## src/rtl/sdram_capture_writer_if.sv

```systemverilog
// ---------------------------------------------------------------------------
// sdram_capture_writer_if
//   Avalon-MM write-side bus between the capture writer (master) and the
//   SDRAM controller's master multiplexer (slave).
//   Avalon_Address     : word address of the current write
//   Avalon_WriteData   : 16-bit write data (FIFO head)
//   Avalon_ByteEnable  : both bytes always enabled
//   Avalon_ChipEnable  : asserted while the writer is active
//   Avalon_Write       : write request
//   Avalon_WaitRequest : slave stall; the write completes when low
// ---------------------------------------------------------------------------
interface sdram_capture_writer_if #(
   parameter int unsigned ADDR_W = 25
);
   logic [ADDR_W-1:0] Avalon_Address;
   logic [15:0]       Avalon_WriteData;
   logic [1:0]        Avalon_ByteEnable;
   logic              Avalon_ChipEnable;
   logic              Avalon_Write;
   logic              Avalon_WaitRequest;

   modport master (
      output Avalon_Address,
      output Avalon_WriteData,
      output Avalon_ByteEnable,
      output Avalon_ChipEnable,
      output Avalon_Write,
      input  Avalon_WaitRequest
   );

   modport slave (
      input  Avalon_Address,
      input  Avalon_WriteData,
      input  Avalon_ByteEnable,
      input  Avalon_ChipEnable,
      input  Avalon_Write,
      output Avalon_WaitRequest
   );
endinterface

```

## src/rtl/sdram_capture_writer.sv

```systemverilog
// ---------------------------------------------------------------------------
// sdram_capture_writer
//   Packs pairs of 8-bit ADC samples into 16-bit words (earlier sample in the
//   low byte), buffers them in a show-ahead FIFO and writes them as linear,
//   word-addressed single Avalon-MM writes into the SDRAM capture region.
//   Ports:
//     M100CLK, reset          : clock, asynchronous active-high reset
//     arm / stop              : start (IDLE/DONE) and stop (CAPTURE) pulses
//     wrap_en                 : circular capture when set, latched on arm
//     sample, sample_valid    : ADC sample stream
//     av                      : Avalon-MM write master
//     busy, done              : CAPTURE/DRAIN and DONE status
//     overflow                : sticky, a packed word was dropped on full FIFO
//     words_written           : completed Avalon writes since the last arm
// ---------------------------------------------------------------------------
module sdram_capture_writer #(
   parameter int unsigned       ADDR_W    = 25,
   parameter logic [ADDR_W-1:0] LAST_ADDR = 25'h1FF_FFFF,
   parameter int unsigned       FIFO_AW   = 4
) (
   input  logic                   M100CLK,
   input  logic                   reset,
   input  logic                   arm,
   input  logic                   stop,
   input  logic                   wrap_en,
   input  logic [7:0]             sample,
   input  logic                   sample_valid,
   sdram_capture_writer_if.master av,
   output logic                   busy,
   output logic                   done,
   output logic                   overflow,
   output logic [ADDR_W-1:0]      words_written
);

   typedef enum logic [1:0] {S_IDLE, S_CAPTURE, S_DRAIN, S_DONE} state_e;

   localparam logic [FIFO_AW:0] DEPTH   = {1'b1, {FIFO_AW{1'b0}}};
   localparam logic [FIFO_AW:0] PTR_ONE = {{FIFO_AW{1'b0}}, 1'b1};
   localparam logic [ADDR_W-1:0] ONE_W  = {{(ADDR_W-1){1'b0}}, 1'b1};

   state_e            state_q, state_d;
   logic [ADDR_W-1:0] addr_q, addr_d;
   logic [ADDR_W-1:0] words_q, words_d;
   logic [ADDR_W-1:0] push_cnt_q, push_cnt_d;   // words formed, dropped ones included
   logic              overflow_q, overflow_d;
   logic              wrap_q, wrap_d;
   logic [7:0]        held_q, held_d;
   logic              held_vld_q, held_vld_d;
   logic [FIFO_AW:0]  wr_ptr_q, wr_ptr_d;       // extra MSB distinguishes full/empty
   logic [FIFO_AW:0]  rd_ptr_q, rd_ptr_d;
   logic [15:0]       fifo_mem [2**FIFO_AW];

   logic [FIFO_AW:0]  fifo_count;
   logic              active, av_write, pop, word_vld, push, quota_hit;

   assign fifo_count = wr_ptr_q - rd_ptr_q;
   assign active     = (state_q == S_CAPTURE) || (state_q == S_DRAIN);
   assign av_write   = active && (fifo_count != '0);
   assign pop        = av_write && !av.Avalon_WaitRequest;
   assign word_vld   = (state_q == S_CAPTURE) && sample_valid && held_vld_q;
   // Fullness is judged after a same-edge pop, so a draining FIFO never drops.
   assign push       = word_vld && ((fifo_count != DEPTH) || pop);
   assign quota_hit  = word_vld && !wrap_q && (push_cnt_q == LAST_ADDR);

   always_comb begin
      // NOTE: every next-state value defaults to its register first, so no
      // branch of this block can leave a signal unassigned and infer a latch.
      state_d    = state_q;
      addr_d     = addr_q;
      words_d    = words_q;
      push_cnt_d = push_cnt_q;
      overflow_d = overflow_q;
      wrap_d     = wrap_q;
      held_d     = held_q;
      held_vld_d = held_vld_q;
      wr_ptr_d   = wr_ptr_q;
      rd_ptr_d   = rd_ptr_q;

      unique case (state_q)
         S_IDLE, S_DONE: begin
            if (arm) begin
               state_d    = S_CAPTURE;
               addr_d     = '0;
               words_d    = '0;
               push_cnt_d = '0;
               overflow_d = 1'b0;
               held_vld_d = 1'b0;
               wr_ptr_d   = '0;
               rd_ptr_d   = '0;
               wrap_d     = wrap_en;
            end
         end
         S_CAPTURE, S_DRAIN: begin
            if (pop) begin
               rd_ptr_d = rd_ptr_q + PTR_ONE;
               addr_d   = (addr_q == LAST_ADDR) ? '0 : addr_q + ONE_W;
               words_d  = words_q + ONE_W;
            end
            if (state_q == S_CAPTURE) begin
               if (sample_valid) begin
                  if (held_vld_q) begin
                     held_vld_d = 1'b0;
                     push_cnt_d = push_cnt_q + ONE_W;
                     if (push) wr_ptr_d   = wr_ptr_q + PTR_ONE;
                     else      overflow_d = 1'b1;
                  end else begin
                     held_d     = sample;
                     held_vld_d = 1'b1;
                  end
               end
               // A lone low byte has no partner any more and is discarded.
               if (stop || quota_hit) begin
                  state_d    = S_DRAIN;
                  held_vld_d = 1'b0;
               end
            end else if (fifo_count == (pop ? PTR_ONE : '0)) begin
               // FIFO is empty after this edge: done the cycle after the last write.
               state_d = S_DONE;
            end
         end
         default: ;
      endcase
   end

   always_ff @(posedge M100CLK or posedge reset) begin
      if (reset) begin
         // NOTE: state registers use non-blocking assignments so every flop
         // samples pre-edge values regardless of block evaluation order.
         state_q    <= S_IDLE;
         addr_q     <= '0;
         words_q    <= '0;
         push_cnt_q <= '0;
         overflow_q <= 1'b0;
         wrap_q     <= 1'b0;
         held_q     <= '0;
         held_vld_q <= 1'b0;
         wr_ptr_q   <= '0;
         rd_ptr_q   <= '0;
      end else begin
         state_q    <= state_d;
         addr_q     <= addr_d;
         words_q    <= words_d;
         push_cnt_q <= push_cnt_d;
         overflow_q <= overflow_d;
         wrap_q     <= wrap_d;
         held_q     <= held_d;
         held_vld_q <= held_vld_d;
         wr_ptr_q   <= wr_ptr_d;
         rd_ptr_q   <= rd_ptr_d;
      end
   end

   // NOTE: the storage array has no reset; the pointers define which entries
   // are valid, and resettable RAM would prevent block-RAM mapping.
   always_ff @(posedge M100CLK) begin
      if (push) fifo_mem[wr_ptr_q[FIFO_AW-1:0]] <= {sample, held_q};
   end

   // Data is forced to zero when no write is requested so idle outputs are clean.
   assign av.Avalon_Address    = addr_q;
   assign av.Avalon_WriteData  = av_write ? fifo_mem[rd_ptr_q[FIFO_AW-1:0]] : 16'h0000;
   assign av.Avalon_ByteEnable = 2'b11;
   assign av.Avalon_ChipEnable = active;
   assign av.Avalon_Write      = av_write;

   assign busy          = active;
   assign done          = (state_q == S_DONE);
   assign overflow      = overflow_q;
   assign words_written = words_q;

endmodule

```

## src/flat_wrapper.sv

```systemverilog
// flat-port wrapper written by rule: the top's interface ports become plain ports
module sdram_capture_writer_flat 
#(
   parameter int unsigned       ADDR_W    = 25,
   parameter logic [ADDR_W-1:0] LAST_ADDR = 25'h1FF_FFFF,
   parameter int unsigned       FIFO_AW   = 4
)
  (M100CLK, reset, arm, stop, wrap_en, sample, sample_valid, busy, done, overflow, words_written, av_Avalon_Address, av_Avalon_WriteData, av_Avalon_ByteEnable, av_Avalon_ChipEnable, av_Avalon_Write, av_Avalon_WaitRequest);
  sdram_capture_writer_if #(.ADDR_W(ADDR_W)) av_i ();
  input  logic M100CLK;
  input  logic reset;
  input  logic arm;
  input  logic stop;
  input  logic wrap_en;
  input  logic [7:0] sample;
  input  logic sample_valid;
  output logic busy;
  output logic done;
  output logic overflow;
  output logic [ADDR_W-1:0] words_written;
  output wire logic [$bits(av_i.Avalon_Address)-1:0] av_Avalon_Address;
  output wire logic [$bits(av_i.Avalon_WriteData)-1:0] av_Avalon_WriteData;
  output wire logic [$bits(av_i.Avalon_ByteEnable)-1:0] av_Avalon_ByteEnable;
  output wire logic [$bits(av_i.Avalon_ChipEnable)-1:0] av_Avalon_ChipEnable;
  output wire logic [$bits(av_i.Avalon_Write)-1:0] av_Avalon_Write;
  input wire logic [$bits(av_i.Avalon_WaitRequest)-1:0] av_Avalon_WaitRequest;
  assign av_Avalon_Address = av_i.Avalon_Address;
  assign av_Avalon_WriteData = av_i.Avalon_WriteData;
  assign av_Avalon_ByteEnable = av_i.Avalon_ByteEnable;
  assign av_Avalon_ChipEnable = av_i.Avalon_ChipEnable;
  assign av_Avalon_Write = av_i.Avalon_Write;
  assign av_i.Avalon_WaitRequest = av_Avalon_WaitRequest;
  sdram_capture_writer #(.ADDR_W(ADDR_W), .LAST_ADDR(LAST_ADDR), .FIFO_AW(FIFO_AW)) u_core (.M100CLK(M100CLK), .reset(reset), .arm(arm), .stop(stop), .wrap_en(wrap_en), .sample(sample), .sample_valid(sample_valid), .av(av_i), .busy(busy), .done(done), .overflow(overflow), .words_written(words_written));
endmodule
```

## config.mk

```make
export PLATFORM = sky130hd
export DESIGN_NAME = sdram_capture_writer_flat
export DESIGN_NICKNAME = d
export VERILOG_FILES = /design/src/rtl/sdram_capture_writer_if.sv /design/src/rtl/sdram_capture_writer.sv /design/src/flat_wrapper.sv
export SDC_FILE = /design/constraint.sdc
export NUM_CORES = 1
export LEC_CHECK = 0
export ABC_AREA = 1
export BUFFER_PORTS_ARGS = -buffer_cell sky130_fd_sc_hd__buf_2
export CORE_MARGIN = 4
export CORE_UTILIZATION = 50
export DETAILED_ROUTE_END_ITERATION = 12
export PLACE_DENSITY = 0.67
export SYNTH_ARGS = -nofsm -noshare
export SYNTH_HDL_FRONTEND = slang
export SYNTH_SLANG_ARGS = --single-unit
```

## constraint.sdc

```tcl
create_clock -name M100CLK -period 10.6 [get_ports M100CLK]
set_clock_uncertainty 0.05 [all_clocks]
set_input_delay 1.06 -clock M100CLK [delete_from_list [all_inputs] [get_ports M100CLK]]
set_output_delay 1.06 -clock M100CLK [all_outputs]
set_load 0.01 [all_outputs]
```

==> results_dict.tcl, run 1 <==
set metrics [dict create \
    finalCriticalPeriod_ps 5300 \
    min_delay_path_depth 2 \
    synth.largest_area_cell "edfxtp_1" \
    synth_top_area_share 0.481 \
    grt_pass1_vias 11300 \
    ys_ff_latch 354 \
    io_buffers 85 \
    synth_cell_types 58 \
    grt_overflow 0 \
    dieArea_um2 34900 \
    crit_fanout 27 \
    reg2reg_depth 13 \
    antenna_found_initial 0 \
    required_ps 9490 \
    avgSynthCellArea_um2 10.9 \
    crit_arrival_ps 4190 \
    max_stage_delay_ps 850 \
    power_leakage_nw 6.89 \
    grt_use_met2 0.364 \
    met1_usage 0.294 \
    drv_cap 0 \
    fmax_ghz 0.189 \
    area_growth_pct 12.6 \
    drive_gt1_frac 0.151 \
    cts_tree "done" \
    slew-limit-headroom 0.292 \
    root_buffer "clkbuf_16" \
    post-route-period-util 0.500 \
    worstMarginPinSlew_ps 1060 \
    holdWs_ps 467 \
    ys_seq_area_frac 0.634 \
    num_io_pins 88 \
    clkLatencyLatePin_ps 540 \
    path_common_cell "nand2_1" \
    hp-class "reg -> reg" \
    drtIter0Drc 965 \
    busiest_layer "met2" \
    grt_max_degree 88 \
    critical_path_class "reg -> out" \
    finalHoldViolCount 0 \
    path_clk_slew_ps 60 \
    wl_per_cell_um 19.3 \
    finalPower_mw 4.58 \
    async_flop_share 0.277 \
    vias 11200 \
    ff_latch_area_um2 10100 \
    nNetsFinal 1555 \
    critical-path-slowest-cell "dfrtp_1" \
    core_region_area_um2 31600 \
    grt.met3_usage 0.0275 \
    ir_drop_mv 0.277 \
    syn_area_um2 16000 \
    power_density_nw_per_um2 255 \
    yosys_warnings 0 \
    multiInputGateArea_um2 5200 \
    cts_buffers 39 \
    yosys_most_used_dff "edfxtp_1" \
    synth_area_leaders "edfxtp_1, dfrtp_1, nand2_1" \
    tns_ps 0 \
    synth_edf_count 256 \
    grt_use_total 0.215 \
    nFillCells 2694 \
    rsz0062_at_grt "false" \
    end_kind "primary output" \
    antenna_cells 0 \
    die_height_um 187 \
    cts_hold_buf 0 \
    post_cts_buffers 0 \
    clk_path_buf_depth 3 \
    totalWireLength_um 37700 \
    dpl_cell_area_um2 16700 \
    grt_pass1_wl_um 61100 \
    yosysMostFrequentCell "nand2_1" \
    drt_pass1_iterations 5 \
    initial_core_util 0.507 \
    dp_hpwl_um 23100 \
    netlist_top_cells_count "nand2_1, edfxtp_1, a21oi_1" \
    cts_resized 0 \
    finalSetupViolCount 0 \
    viasPerCell 5.75 \
    drc 0 \
    maxSlewViolCount 0 \
    rows 65 \
    status "finished clean" \
    path_cells "inv_1 > ha_1 > a21oi_1 > nand3_1 > nand2_1 > nor2_1 > nand3_2 > nand2_1 > a211oi_1 > buf_2" \
    ant_nets 0 \
    fp.dieW_um 187 \
    stdcell_area_um2 18000 \
    routabilityCongestion 0.919 \
    htree_levels 2 \
    worst_setup_path_start_kind "flop" \
    syn_inst 1461 \
    numClockSinks 354 \
]
## path summary, 6_finish.rpt
check	start	endpoint	slack (ps)
max	u_core.rd_ptr_q[2]$_DFFE_PP0P_	av_Avalon_WriteData[15]	5300
min	u_core.overflow$_DFFE_PP0P_	u_core.overflow$_DFFE_PP0P_	470
max reg2reg	u_core.rd_ptr_q[2]$_DFFE_PP0P_	u_core.fifo_mem[13][12]$_DFFE_PP_	6420
min reg2reg	u_core.overflow$_DFFE_PP0P_	u_core.overflow$_DFFE_PP0P_	470
max in group asynchronous	reset	u_core.rd_ptr_q[0]$_DFFE_PP0P_	8730
min in group asynchronous	reset	u_core.state_q[1]$_DFFE_PP0P_	480
## stage by stage
step           setup slack, ps  cells  utilization
2_1_floorplan             6930   1462            -
3_3_place_gp              6060   1884        0.529
3_5_place_dp              5980   1884        0.529
4_1_cts                   5300   1955        0.570
5_1_grt                   5040   1955        0.570
6_report                  5300   1955        0.570
## logic make-up after synthesis
group,share of synthesized area
buf+inv,0.0431
fa+ha+maj,0.0138
xor+xnor,0.0186
flops,0.634
other cells,0.000235
mux,0.00564
compound gates,0.120
simple gates,0.164
## layout by cell type (no fill, tap or decap), drive strengths merged, types with 4 or more instances in the layout
master,count
edfxtp,256
nor3,45
clkbuf,45
nand4,23
xnor2,6
nand3,48
a31oi,4
ha,16
nor2,93
nor4,9
inv,93
dfrtp,98
a22oi,32
o311ai,12
mux2,8
o21ai,46
xor2,28
o31ai,17
bufinv,5
o21a,5
clkinvlp,5
a211oi,19
a32o,20
nand2,353
clkinv,14
and3,4
buf,93
nor3b,5
a21oi,136
## metal layers
metal | wire [um] | part of all wire
met3 | 1780 | 0.047
met1 | 16400 | 0.43
met2 | 18600 | 0.49
met5 | 0 | 0
met4 | 893 | 0.024
## worst max-delay path, delay by kind of cell (launching register included)
kind	cells	cell delay [ps]
compound gates	2	940
fa+ha+maj	1	440
buf+inv	2	610
flops	1	850
simple gates	5	790
## flip-flops by register name, summed over array words and instances, names as in the netlist
signal and flops:
u_core.fifo_mem 256, u_core.held_q 8, u_core.wr_ptr_q 5, u_core.state_q 2, u_core.wrap_q 1, u_core.push_cnt_q 25, u_core.av.Avalon_Address 25, u_core.words_written 25
u_core.held_vld_q 1, u_core.rd_ptr_q 5, u_core.overflow 1
## power by group
part	switching, mW	total (mW)	internal [mW]
Combinational	0.993	1.41	0.413
Clock	0.568	1.38	0.815
Sequential	0.157	1.79	1.64
Total	1.72	4.58	2.86
## final cells by class
class	count	share of cell area
inverter	91	0.0195
timing repair buffer	93	0.0270
tap	402	0.0280
clock inverter	26	0.0169
clock buffer	45	0.0560
multi-input combinational	944	0.289
sequential	354	0.564
(Power assumes the default switching activity.)
==> run 2: changes to the inputs <==
==> constraint.sdc (replaced) <==
create_clock -name M100CLK -period 5.36 [get_ports M100CLK]
set_clock_uncertainty 0.05 [all_clocks]
set_input_delay 0.536 -clock M100CLK [delete_from_list [all_inputs] [get_ports M100CLK]]
set_output_delay 0.536 -clock M100CLK [all_outputs]
set_load 0.01 [all_outputs]
==> run 2 against run 1 <==
Net effect: critical path depth shrank 2; final cell count rose by 0.10%; global-route usage increased by 0.49 points; via count about the same; critical endpoint is now av_Avalon_WriteData[0]; count of clock-buffer cells in the layout rose by 2; wire length up 2.8%; combinational power grew 110%; final area down 0.21%; clock power is 86% higher.
==> results_dict.tcl, run 2 (synthesis results as in run 1) <==
set metrics [dict create \
    drive_gt1_frac 0.154 \
    drtIter0Drc 822 \
    root_buffer "clkbuf_16" \
    rows 65 \
    required_ps 4770 \
    die_height_um 187 \
    p_comb_frac 0.323 \
    core_region_area_um2 31600 \
    finalCriticalPeriod_ps 4130 \
    p_int_mw 5.62 \
    wl_per_cell_um 19.8 \
    fin_ws_ps 1230 \
    grt_pass1_wl_um 62000 \
    dieArea_um2 34900 \
    clkPwrFrac 0.285 \
    vias 11200 \
    cts_hold_buf 0 \
    totalWireLength_um 38700 \
    largest_reg_flops 256 \
    antenna_found_initial 0 \
    utilization 0.569 \
    worstMarginPinSlew_ps 1000 \
    htree_levels 2 \
    fp.dieW_um 187 \
    crit_arrival_ps 3550 \
    p_seq_frac 0.393 \
    reg2reg_slack_ps 1510 \
    io_buffers 85 \
    grt_pass1_vias 11000 \
    r2r_start "u_core.rd_ptr_q[0]$_DFFE_PP0P_" \
    ant_nets 0 \
    rsz0062_at_grt "false" \
    cts_buffers 38 \
    layout_common_cells "nand2_1, edfxtp_1, a21oi_1, dfrtp_1, buf_2" \
    clkLatencyLatePin_ps 520 \
    path_cells "inv_4 > buf_4 > nand2_1 > a32o_1 > nand2_1 > o21ai_0 > a211oi_1 > buf_2" \
    drt_pass1_iterations 5 \
    tns_ps 0 \
    mostFrequentLayoutCell "nand2_1" \
    post-route-period-util 0.771 \
    max_stage_delay_ps 660 \
    grt_use_total 0.220 \
    critical_path_class "reg -> out" \
    path_clk_slew_ps 60 \
    viasPerCell 5.75 \
    grt_overflow 0 \
    nNetsFinal 1562 \
    drv_cap 0 \
    r2r_end "u_core.fifo_mem[9][12]$_DFFE_PP_" \
    power_density_nw_per_um2 503 \
    cts_resized 0 \
    worst_setup_path_start_kind "flop" \
    crit_fanout 79 \
    path_common_cell "nand2_1" \
    clk_path_buf_depth 3 \
    drc 0 \
    place_ws_ps 1540 \
    hp-class "in -> async" \
    finalSetupViolCount 0 \
    fmax_ghz 0.242 \
    area_growth_pct 12.4 \
    post_cts_buffers 0 \
    slew-limit-headroom 0.331 \
    finalHoldViolCount 0 \
    num_io_pins 88 \
    grt_max_degree 80 \
    critical-path-slowest-cell "inv_4" \
    ir_drop_mv 0.381 \
    crit_buf_inv 3 \
    power_leakage_nw 6.92 \
    routabilityCongestion 0.899 \
    reg2reg_depth 12 \
    p_sw_mw 3.40 \
    antenna_cells 0 \
    maxSlewViolCount 0 \
    critPathTopFamily "buffers and inverters" \
    initial_core_util 0.507 \
    status "finished clean" \
    power.share.switching 0.377 \
    finalPower_mw 9.02 \
    numClockSinks 354 \
    end_kind "primary output" \
    nFillCells 2641 \
    cts_tree "done" \
    stdcell_area_um2 18000 \
    dpl_cell_area_um2 16700 \
    dp_hpwl_um 24400 \
]
## run 2: worst max path at each step
stage                                               from                                to  slack, ps  depth (start not counted)
after CTS                 u_core.rd_ptr_q[0]$_DFFE_PP0P_            av_Avalon_WriteData[0]       1230                          8
final                     u_core.rd_ptr_q[0]$_DFFE_PP0P_            av_Avalon_WriteData[0]       1230                          8
after global routing      u_core.rd_ptr_q[0]$_DFFE_PP0P_            av_Avalon_WriteData[0]        940                          8
after floorplan           u_core.rd_ptr_q[1]$_DFFE_PP0P_   u_core.fifo_mem[0][0]$_DFFE_PP_       1940                         16
after detailed placement  u_core.rd_ptr_q[0]$_DFFE_PP0P_  u_core.fifo_mem[0][12]$_DFFE_PP_       1540                         12
after global placement    u_core.rd_ptr_q[0]$_DFFE_PP0P_  u_core.fifo_mem[5][12]$_DFFE_PP_       1620                         12
## run 2: worst register-to-register path, delay by kind of cell (launching register included)
| kind | cells | cell delay [ps] |
|---|---|---|
| fa+ha+maj | 2 | 780 |
| buf+inv | 1 | 160 |
| flops | 1 | 650 |
| simple gates | 9 | 1830 |
## run 2: power groups by stage
stage,clock network (mW),registers [mW],logic (mW)
detailed placement,0,3.60,2.91
finish,2.57,3.54,2.91
CTS,2.62,3.54,2.92
global placement,0,3.59,2.87
floorplan,0,3.44,2.09
global route,2.74,3.57,3.20
## run 2: metal layers
layer,global-route usage,up-vias,wire length (um)
li1,-,5318,-
met1,0.314,5486,17200
met2,0.357,382,18500
met3,0.0331,63,2220
met4,0.0557,0,792
met5,0,-,0
## run 2: area by class of cell
type | count | area [um2] | share of cell area
clock buffers | 47 | 1030 | 0.0571
clock inverters | 18 | 189 | 0.0105
inverters | 91 | 352 | 0.0196
multi-input cells | 944 | 5200 | 0.289
flip-flops and latches | 354 | 10100 | 0.565
well taps | 402 | 503 | 0.0280
repair buffers | 101 | 546 | 0.0304
## run 2: through the flow
step	cells	hold WS (ps)
after floorplan	1462	400
after global placement	1892	448
after detailed placement	1892	457
after CTS	1957	14.5
after global routing	1957	49.5
final	1957	18.7
==> run 3: changes to the inputs <==
--- a/config.mk
+++ b/config.mk
@@ -5,12 +5,12 @@
 export SDC_FILE = /design/constraint.sdc
 export NUM_CORES = 1
 export LEC_CHECK = 0
-export ABC_AREA = 1
+export ABC_AREA = 0
 export BUFFER_PORTS_ARGS = -buffer_cell sky130_fd_sc_hd__buf_2
 export CORE_MARGIN = 4
 export CORE_UTILIZATION = 50
 export DETAILED_ROUTE_END_ITERATION = 12
-export PLACE_DENSITY = 0.67
+export PLACE_DENSITY = 0.7
 export SYNTH_ARGS = -nofsm -noshare
 export SYNTH_HDL_FRONTEND = slang
 export SYNTH_SLANG_ARGS = --single-unit
==> constraint.sdc (replaced) <==
create_clock -name M100CLK -period 3.4 [get_ports M100CLK]
set_clock_uncertainty 0.05 [all_clocks]
set_input_delay 0.34 -clock M100CLK [delete_from_list [all_inputs] [get_ports M100CLK]]
set_output_delay 0.34 -clock M100CLK [all_outputs]
set_load 0.01 [all_outputs]
==> run 3 against run 2 <==
Net effect: combinational power rose by 33%; sequential cell count did not move; synthesized cell count fell by 35%; wire length fell by 15%; area after synthesis fell by 5.7%; power rose by 46%; core utilization rose by 2.0 points; register-to-register slack got worse by 1200 ps; critical endpoint is now av_Avalon_WriteData[5]; largest power group unchanged.
==> results_dict.tcl, run 3 <==
set metrics [dict create \
    clkPwrFrac 0.293 \
    syn_area_um2 15100 \
    yosysMostFrequentCell "edfxtp_1" \
    reg2reg_slack_ps 310 \
    synth_edf_count 256 \
    wl_per_cell_um 22.0 \
    numClockSinks 354 \
    synth_cell_types 62 \
    slew-limit-headroom 0.492 \
    power_density_nw_per_um2 751 \
    finalPower_mw 13.2 \
    routabilityCongestion 0.850 \
    async_flop_share 0.277 \
    clkLatencyLatePin_ps 520 \
    stdcell_count 1506 \
    clk_path_buf_depth 3 \
    rows 63 \
    p_comb_frac 0.295 \
    grt_max_degree 69 \
    finalSetupViolCount 0 \
    die_height_um 182 \
    power.share.switching 0.319 \
    root_buffer "clkbuf_16" \
    antenna_found_initial 1 \
    nFillCells 2269 \
    totalWireLength_um 33100 \
    r2r_end "u_core.fifo_mem[13][4]$_DFFE_PP_" \
    cp-startpoint "u_core.rd_ptr_q[0]$_DFFE_PP0P_" \
    nNetsFinal 1118 \
    num_io_pins 88 \
    drive_gt1_frac 0.287 \
    r2r_start "u_core.rd_ptr_q[0]$_DFFE_PP0P_" \
    reg2reg_depth 10 \
    grt_overflow 0 \
    dp_hpwl_um 20700 \
    worst_setup_path_start_kind "flop" \
    ir_drop_mv 0.481 \
    p_sw_mw 4.19 \
    grt_pass1_wl_um 52400 \
    syn_inst 953 \
    synth_top_area_share 0.510 \
    end_kind "primary output" \
    tns_ps 0 \
    multiInputGateArea_um2 4750 \
    synth_area_leaders "edfxtp_1, dfrtp_1, mux4_2" \
    critical_path_class "reg -> out" \
    cts_tree "done" \
    placed_cells 1432 \
    mostFrequentLayoutCell "edfxtp_1" \
    crit_arrival_ps 2870 \
    finalHoldViolCount 0 \
    ff_latch_area_um2 10100 \
    drv_cap 0 \
    grt_pass1_vias 8830 \
    p_int_mw 8.96 \
    finalCriticalPeriod_ps 3260 \
    drt_pass1_iterations 5 \
    synth.largest_area_cell "edfxtp_1" \
    viasPerCell 5.90 \
    ys_seq_area_frac 0.673 \
    ant_nets 0 \
    netlist_top_cells_count "edfxtp_1, dfrtp_1, nor2_1" \
    dieArea_um2 33000 \
    p_seq_frac 0.412 \
    largest_reg_flops 256 \
    required_ps 3010 \
    avgSynthCellArea_um2 15.8 \
    fmax_ghz 0.307 \
    drtIter0Drc 761 \
    power_leakage_nw 6.49 \
    worstMarginPinSlew_ps 761 \
    htree_levels 2 \
    worstHoldStart "stop" \
    yosys_most_used_dff "edfxtp_1" \
    hp-class "in -> reg" \
    fp.dieW_um 182 \
    core_region_area_um2 29700 \
    io_buffers 85 \
    grt_use_total 0.202 \
    utilization 0.589 \
    status "finished clean" \
    drc 0 \
    post-route-period-util 0.958 \
    yosys_warnings 0 \
    crit_fanout 68 \
    ys_ff_latch 354 \
    path_clk_slew_ps 60 \
    maxSlewViolCount 0 \
    vias 8887 \
    cts_buffers 37 \
    initial_core_util 0.507 \
    area_growth_pct 16.2 \
    crit_path_end "av_Avalon_WriteData[5]" \
    layout_common_cells "edfxtp_1, dfrtp_1, buf_2, mux4_2, nor2_1" \
]
==> run 3: cell types whose count changed after synthesis, moves of 12 or more <==
cell,delta
nand2_1,-287
nor3_1,-15
a21oi_1,-122
a211oi_1,-16
and3_1,+25
a22oi_1,-32
a32o_1,-20
inv_1,-68
clkbuf_1,-12
o21ai_0,-17
o31ai_2,-17
mux4_2,+80
==> run 3: critical path, cell delays in order (launching register included) <==
cell and delay (ps):
dfrtp_4 450, buf_16 420, mux4_2 610, mux4_2 500
and3_1 200, buf_2 130
==> run 3: repair_timing <==
action | in CTS | in global routing
resized for setup | 1 | 5
hold buffers | 2 | 0
endpoints found under the setup margin | 17 | 21
pin swaps | 1 | 1
setup buffers | 2 | 1
endpoints found under the hold margin | 53 | 0
==> run 3: layout make-up <==
| type | count | area share |
|---|---|---|
| sequential | 354 | 0.579 |
| multi-input combinational | 538 | 0.271 |
| clock buffer | 51 | 0.0587 |
| timing repair buffer | 139 | 0.0512 |
| tap | 390 | 0.0279 |
| clock inverter | 17 | 0.00779 |
| inverter | 16 | 0.00357 |
| antenna | 1 | 0.000143 |
==> run 3: stage by stage <==
stage / worst slack [ps] / hold slack (ps) / instance area (um2)
final: 144 / 76.7 / 17500
after global routing: -1.37 / 88.4 / 17500
after CTS: 3.15 / 65.3 / 17500
after detailed placement: 234 / 435 / 16300
after global placement: 348 / 416 / 16300
after floorplan: -222 / 389 / 15100
==> run 3: how the worst min path moves through the flow <==
stage                                                   to  slack [ps]  cells past startpoint
after global placement           u_core.wrap_q$_DFFE_PP0P_         420                      2
final                        u_core.held_vld_q$_DFFE_PP0P_          80                      4
after CTS                    u_core.held_vld_q$_DFFE_PP0P_          70                      4
after detailed placement         u_core.wrap_q$_DFFE_PP0P_         440                      2
after global routing         u_core.held_vld_q$_DFFE_PP0P_          90                      4
after floorplan           u_core.fifo_mem[0][10]$_DFFE_PP_         390                      0
==> run 3: power groups by stage <==
stage / sequential (mW) / clock (mW) / combinational (mW)
6_report: 5.42 / 3.85 / 3.88
5_1_grt: 5.46 / 4.13 / 4.23
4_1_cts: 5.42 / 3.93 / 3.89
3_5_place_dp: 5.50 / 0 / 3.80
3_3_place_gp: 5.49 / 0 / 3.77
2_1_floorplan: 5.38 / 0 / 2.66
==> run 3: routing by layer <==
| metal | track usage | vias up | part of all wire |
|---|---|---|---|
| met5 | 0 | - | 0 |
| met4 | 0.0456 | 0 | 0.017 |
| met3 | 0.0351 | 47 | 0.063 |
| met2 | 0.324 | 303 | 0.48 |
| met1 | 0.295 | 4578 | 0.44 |
| li1 | - | 3959 | - |
==> run 3: logic make-up after synthesis <==
logic type,Yosys count,synth area share
AOI/OAI and AO/OA,89,0.0426
other,1,0.000249
muxes,92,0.128
xor gates and xnor gates,52,0.0302
buffers and inverters,62,0.0178
and+or+nand+nor,286,0.0936
DFF,354,0.673
adders and majority gates,17,0.0146
